[config.mk]
export PLATFORM = sky130hd
export DESIGN_NAME = mem_access_unit
export DESIGN_NICKNAME = d
export VERILOG_FILES = /design/src/rtl/mau_pkg.sv /design/src/rtl/mau_lane.sv /design/src/rtl/mem_access_unit.sv
export SDC_FILE = /design/constraint.sdc
export NUM_CORES = 1
export LEC_CHECK = 0
export ABC_AREA = 1
export BUFFER_PORTS_ARGS = -buffer_cell sky130_fd_sc_hd__buf_2
export CAP_MARGIN = 20
export CORE_AREA = 8 8 164 166
export CTS_BUF_LIST = sky130_fd_sc_hd__clkbuf_8
export DETAILED_ROUTE_END_ITERATION = 6
export DIE_AREA = 0 0 172 174
export PLACE_DENSITY = 0.73
export REMOVE_ABC_BUFFERS = 1
export SLEW_MARGIN = 20
export SYNTH_ARGS = -nofsm -noshare
export SYNTH_HDL_FRONTEND = slang
export SYNTH_SLANG_ARGS = --single-unit
[constraint.sdc]
create_clock -name clk -period 6.3 [get_ports clk]
set_input_delay 0.63 -clock clk [delete_from_list [all_inputs] [get_ports clk]]
set_output_delay 0.63 -clock clk [all_outputs]
set_load 0.03 [all_outputs]
[src/rtl/mau_pkg.sv]
`default_nettype none
// ============================================================================
// Module   : mau_pkg
// Brief    : Shared size encodings, FSM states and lane helpers for the
//            big-endian load/store unit.
// Revision : 1.0
// ============================================================================
package mau_pkg;

  localparam logic [1:0] SZ_BYTE = 2'b00;
  localparam logic [1:0] SZ_HALF = 2'b01;
  localparam logic [1:0] SZ_WORD = 2'b10;

  typedef enum logic [2:0] {
    IDLE   = 3'd0,
    RD     = 3'd1,
    RMW_RD = 3'd2,
    WR     = 3'd3,
    RESP   = 3'd4
  } state_t;

  // Big-endian: byte offset 0 is the most significant byte of the word.
  function automatic logic [31:0] lane_extract(input logic [31:0] word,
                                               input logic [1:0]  off,
                                               input logic [1:0]  size,
                                               input logic        uns);
    logic [7:0]  b;
    logic [15:0] h;
    logic [31:0] r;
    case (off)
      2'd0:    b = word[31:24];
      2'd1:    b = word[23:16];
      2'd2:    b = word[15:8];
      default: b = word[7:0];
    endcase
    h = off[1] ? word[15:0] : word[31:16];
    case (size)
      SZ_BYTE: r = uns ? {24'h0, b} : {{24{b[7]}}, b};
      SZ_HALF: r = uns ? {16'h0, h} : {{16{h[15]}}, h};
      default: r = word;
    endcase
    return r;
  endfunction

  function automatic logic [31:0] lane_merge(input logic [31:0] word,
                                             input logic [1:0]  off,
                                             input logic [1:0]  size,
                                             input logic [31:0] wdata);
    logic [31:0] r;
    r = word;
    case (size)
      SZ_BYTE: begin
        case (off)
          2'd0:    r[31:24] = wdata[7:0];
          2'd1:    r[23:16] = wdata[7:0];
          2'd2:    r[15:8]  = wdata[7:0];
          default: r[7:0]   = wdata[7:0];
        endcase
      end
      SZ_HALF: begin
        if (off[1]) r[15:0]  = wdata[15:0];
        else        r[31:16] = wdata[15:0];
      end
      default: r = wdata;
    endcase
    return r;
  endfunction

endpackage
`default_nettype wire

[src/rtl/mau_lane.sv]
`default_nettype none
// ============================================================================
// Module   : mau_lane
// Brief    : Combinational lane select/extend for loads and lane merge for
//            read-modify-write stores.
// Revision : 1.0
// ============================================================================
module mau_lane
  import mau_pkg::*;
(
  input  logic [31:0] i_word,
  input  logic [1:0]  i_offset,
  input  logic [1:0]  i_size,
  input  logic        i_unsigned,
  input  logic [31:0] i_wdata,
  output logic [31:0] o_load,
  output logic [31:0] o_merged
);

  assign o_load   = lane_extract(i_word, i_offset, i_size, i_unsigned);
  assign o_merged = lane_merge(i_word, i_offset, i_size, i_wdata);

endmodule
`default_nettype wire

[src/rtl/mem_access_unit.sv]
`default_nettype none
// ============================================================================
// Module   : mem_access_unit
// Brief    : MEM-stage load/store initiator for a word-wide, big-endian data
//            memory; sub-word stores go through read-modify-write.
// Revision : 1.0
// ============================================================================
module mem_access_unit
  import mau_pkg::*;
#(
  parameter int unsigned MEMBYTES  = 1024,
  parameter logic [31:0] RESETADDR = 32'h0000_0000
) (
  input  logic        clk,
  input  logic        rst,
  input  logic        reqvalid,
  output logic        reqready,
  input  logic        reqwrite,
  input  logic [1:0]  reqsize,
  input  logic        requnsigned,
  input  logic [31:0] reqaddr,
  input  logic [31:0] reqwdata,
  output logic        done,
  output logic [31:0] rdata,
  output logic        err,
  output logic        memread,
  output logic        memwrite,
  output logic [31:0] dataaddress,
  output logic [31:0] writedata,
  input  logic [31:0] data
);

  localparam logic [32:0] c_MEMEND = 33'(MEMBYTES);

  state_t      r_state;
  state_t      w_next;
  logic        r_write;
  logic [1:0]  r_size;
  logic        r_uns;
  logic [31:0] r_addr;
  logic [31:0] r_wdata;
  logic        r_err;
  logic [31:0] r_rdata;
  logic [31:0] r_wword;
  logic        r_memread;
  logic        r_memwrite;
  logic [31:0] r_daddr;

  logic [2:0]  w_bytes;
  logic [32:0] w_end;
  logic        w_req_err;
  logic [31:0] w_addr_src;
  logic [31:0] w_load;
  logic [31:0] w_merged;

  always_comb begin
    case (reqsize)
      SZ_BYTE: w_bytes = 3'd1;
      SZ_HALF: w_bytes = 3'd2;
      default: w_bytes = 3'd4;
    endcase
  end

  assign w_end     = {1'b0, reqaddr} + {30'b0, w_bytes};
  assign w_req_err = (reqsize == 2'b11)
                   || ((reqsize == SZ_HALF) && reqaddr[0])
                   || ((reqsize == SZ_WORD) && (reqaddr[1:0] != 2'b00))
                   || (w_end > c_MEMEND);

  // The strobe address is registered one cycle ahead, so on the accept edge
  // it must come from the request itself rather than the holding register.
  assign w_addr_src = (r_state == IDLE) ? reqaddr : r_addr;

  mau_lane u_lane (
    .i_word     (data),
    .i_offset   (r_addr[1:0]),
    .i_size     (r_size),
    .i_unsigned (r_uns),
    .i_wdata    (r_wdata),
    .o_load     (w_load),
    .o_merged   (w_merged)
  );

  always_comb begin
    w_next = r_state;
    case (r_state)
      IDLE: begin
        if (reqvalid) begin
          if (w_req_err)              w_next = RESP;
          else if (!reqwrite)         w_next = RD;
          else if (reqsize == SZ_WORD) w_next = WR;
          else                        w_next = RMW_RD;
        end
      end
      RD:      w_next = RESP;
      RMW_RD:  w_next = WR;
      WR:      w_next = RESP;
      RESP:    w_next = IDLE;
      default: w_next = IDLE;
    endcase
  end

  always_ff @(posedge clk or posedge rst) begin
    if (rst) begin
      r_state    <= IDLE;
      r_write    <= 1'b0;
      r_size     <= 2'b00;
      r_uns      <= 1'b0;
      r_addr     <= 32'h0;
      r_wdata    <= 32'h0;
      r_err      <= 1'b0;
      r_rdata    <= 32'h0;
      r_wword    <= 32'h0;
      r_memread  <= 1'b0;
      r_memwrite <= 1'b0;
      r_daddr    <= RESETADDR;
    end else begin
      r_state    <= w_next;
      r_memread  <= (w_next == RD) || (w_next == RMW_RD);
      r_memwrite <= (w_next == WR);
      if ((w_next == RD) || (w_next == RMW_RD) || (w_next == WR))
        r_daddr <= {w_addr_src[31:2], 2'b00};
      else
        r_daddr <= RESETADDR;

      case (r_state)
        IDLE: begin
          if (reqvalid) begin
            r_write <= reqwrite;
            r_size  <= reqsize;
            r_uns   <= requnsigned;
            r_addr  <= reqaddr;
            r_wdata <= reqwdata;
            r_err   <= w_req_err;
            r_rdata <= 32'h0;
            if (reqwrite && (reqsize == SZ_WORD) && !w_req_err)
              r_wword <= reqwdata;
          end
        end
        RD:      r_rdata <= w_load;
        RMW_RD:  r_wword <= w_merged;
        default: ;
      endcase
    end
  end

  assign reqready    = (r_state == IDLE);
  assign done        = (r_state == RESP);
  assign err         = done && r_err;
  assign rdata       = (done && !r_write) ? r_rdata : 32'h0;
  assign memread     = r_memread;
  assign memwrite    = r_memwrite;
  assign dataaddress = r_daddr;
  assign writedata   = r_wword;

endmodule
`default_nettype wire

==> out/metrics.yaml <==
outcome: "finished, final reports clean"
rsz0062_at_grt: "no"
dieHeight_um: 174
hold_class: "in -> async"
routedWlPerCell_um: 17.2
max_freq_mhz: 253
setup_viol: 0
fin_cells: 1865
clock_path_buffers: 2
gp_congestion: 0.896
cts_tree: "yes"
hold_buffers: 0
synth-seq-cells: 168
die_w_um: 172
initial_core_util_pct: 39.0
tightestPinTransition_ns: 1.04
yosysUniqueCellTypes: 39
max-vdd-ir-drop_v: 0.000131
hold_viol: 0
fin_nets: 1628
area.growth.synth_to_final_pct: 16.6
final_antenna_net_count: 0
slew_headroom_pct: 30.6
drc: 0
clk_pin_slew_worst_paths_ns: 0.11
path_cells: "buf_4, nor2_1, clkinv_1, nor2_1, nor2_1, buf_4, o211ai_1, o21ai_0, nand2_1, nand2_1"
finalCriticalPeriod_ns: 3.95
syn-cell-area_um2: 9570
required_ns: 6.66
overflow: 0
worstSkewPairLatency_ns: 0.48
htreeDepth: 4
track_usage_pct: 21.0
dieArea_um2: 29900
r2r_cells: 10
crit_fanout: 43
syn_inst: 1361
firstDrtPassIters: 6
dp.cells: 1832
tns_ns: 0
wl_mm: 32.0
crit_path_end_kind: "flop"
grt_pass1_wl_mm: 50.1
routed-via-count: 9768
crit_path_top_delay_cell: "nor2_1"
core_area_um2: 24500
final.fill_count: 2630
hold_ws_ns: 0.304
grt_max_degree: 112
boundaryPins: 204
worst_ep_arrival_time_ns: 4.31
ys_async_sr_fraction_pct: 100
drtIter0Drc: 995
grt_pass1_vias: 9577
routed_via_density: 5.24
fin_crit_sh_pct: 62.8
cts_sinks: 168
cp_common_cell: "nor2_1"
port_buffers: 201
synth_edf_count: 0
dp_slack_ns: 2.10
ys_seq_area_share_pct: 43.9
drive_above_1_share_pct: 17.1
ctsResizeCount: 0
synth_flop_cell: "dfrtp_1"
hpwl_mm: 22.9
max_stage_delay_ns: 0.75
num_rows: 58
crit_type: "reg -> reg"
p_per_area_nw_per_um2: 226
cts_root_buffer: "clkbuf_8"
fin_ws_ns: 2.35
grt_antenna_before_repair: 3
drv_cap: 0
cts_buffers: 17
cts_setup_buffers: 0
yosys_warnings: 0
p_leak_nw: 5.85
startpoint_type: "flop"
syn_area_per_cell_um2: 7.03
slew_viol_final: 0
fin_skew_ns: 0.0184
## worst max-delay path: cells and delay by family, from the launching register on
family          cells  cell delay [ns]
flops               1             0.39
simple gates        5             1.86
buf+inv             3             1.31
compound gates      2             0.28
## routing by layer
layer	GRT usage [%]	wire, um	vias up
met5	0	27	-
met4	6.22	721	4
met3	6.03	3270	60
met2	34.5	15100	488
met1	26.2	12900	4515
li1	-	-	4701
## state kept, by name (all words and copies together), names as in the netlist, 2 cells and up
name         cells
r_rdata         32
r_state          3
dataaddress     30
r_wdata         32
writedata       32
r_addr          32
r_size           2
## cell usage after synthesis (3+ instances only)
cell type | number | area share, %
nand2_1 | 375 | 15
buf_4 | 6 | 0.47
xor2_1 | 3 | 0.27
dfrtp_1 | 168 | 44
nor2_2 | 4 | 0.26
nor2_1 | 102 | 4.0
a21oi_1 | 83 | 4.3
clkbuf_1 | 58 | 2.3
a221oi_1 | 7 | 0.64
nor3_1 | 5 | 0.26
ha_1 | 3 | 0.39
or2_2 | 3 | 0.20
buf_2 | 4 | 0.21
o21ai_0 | 196 | 10
nand3_1 | 73 | 3.8
a2111oi_0 | 6 | 0.55
nor2_4 | 3 | 0.35
a32oi_1 | 13 | 1.2
o22ai_1 | 15 | 0.98
buf_6 | 3 | 0.35
inv_1 | 193 | 7.6
nand4_1 | 6 | 0.39
o211ai_1 | 11 | 0.86
## cell usage in the layout, fill, tap and decap left out, drive strengths merged, types with 2 or more instances in the layout
cell / netlist / routed
nor4: 2 / 2
nor2: 109 / 109
o211ai: 11 / 11
inv: 193 / 200
ha: 3 / 3
nand4: 7 / 7
a221oi: 7 / 7
nor3: 5 / 5
xor2: 3 / 3
a2111oi: 6 / 6
nand3: 74 / 74
o21ai: 197 / 197
clkbuf: 58 / 18
dfrtp: 168 / 168
a31oi: 2 / 2
o221ai: 2 / 2
a32oi: 13 / 13
or2: 3 / 3
clkinv: 2 / 7
a21oi: 83 / 83
conb: 1 / 2
o22ai: 15 / 15
buf: 15 / 213
nand2: 377 / 377
## cell type report
type / instances / area [um^2] / area share (%)
tap: 330 / 413 / 3.70
antenna: 1 / 2.50 / 0.0224
multi-input combinational: 926 / 4320 / 38.7
inverter: 195 / 739 / 6.62
timing repair buffer: 213 / 1100 / 9.82
sequential: 168 / 4200 / 37.7
clock buffer: 18 / 248 / 2.22
clock inverter: 14 / 136 / 1.22
## power by group
group	internal (W)	switching [W]
Combinational	0.000152	0.000384
Clock	0.000334	0.000453
Sequential	0.00115	0.0000480
## worst paths after layout
check,startpoint,end,slack [ns]
max,r_size[1],writedata[5],2.35
max in group asynchronous,rst,r_rdata[27],4.75
max reg2reg,r_size[1],writedata[5],2.35
min,rst,writedata[19],0.30
min reg2reg,r_state[2],r_state[2],0.49
min in group clk,reqwdata[19],r_wdata[19],0.36
## cells by family after synthesis
logic type               count (synthesis)  synth area share, %
XOR/XNOR                                 3                0.275
AND/OR/NAND/NOR                        579                 24.8
adder cells (fa/ha/maj)                  4                0.601
buffers and inverters                  268                 11.0
other                                    1               0.0392
AO/OA/AOI/OAI                          338                 19.3
flip-flops                             168                 43.9
## per-stage QoR
stage | util (%) | total power (W) | area (um^2)
detailed placement | 43.9 | 0.00174 | 10800
CTS | 45.5 | 0.00253 | 11200
floorplan | - | 0.00154 | 9250
global placement | 43.9 | 0.00173 | 10800
finish | 45.5 | 0.00252 | 11200
global route | 45.5 | 0.00264 | 11200
Note: power is estimated with default switching activity, not from simulation.
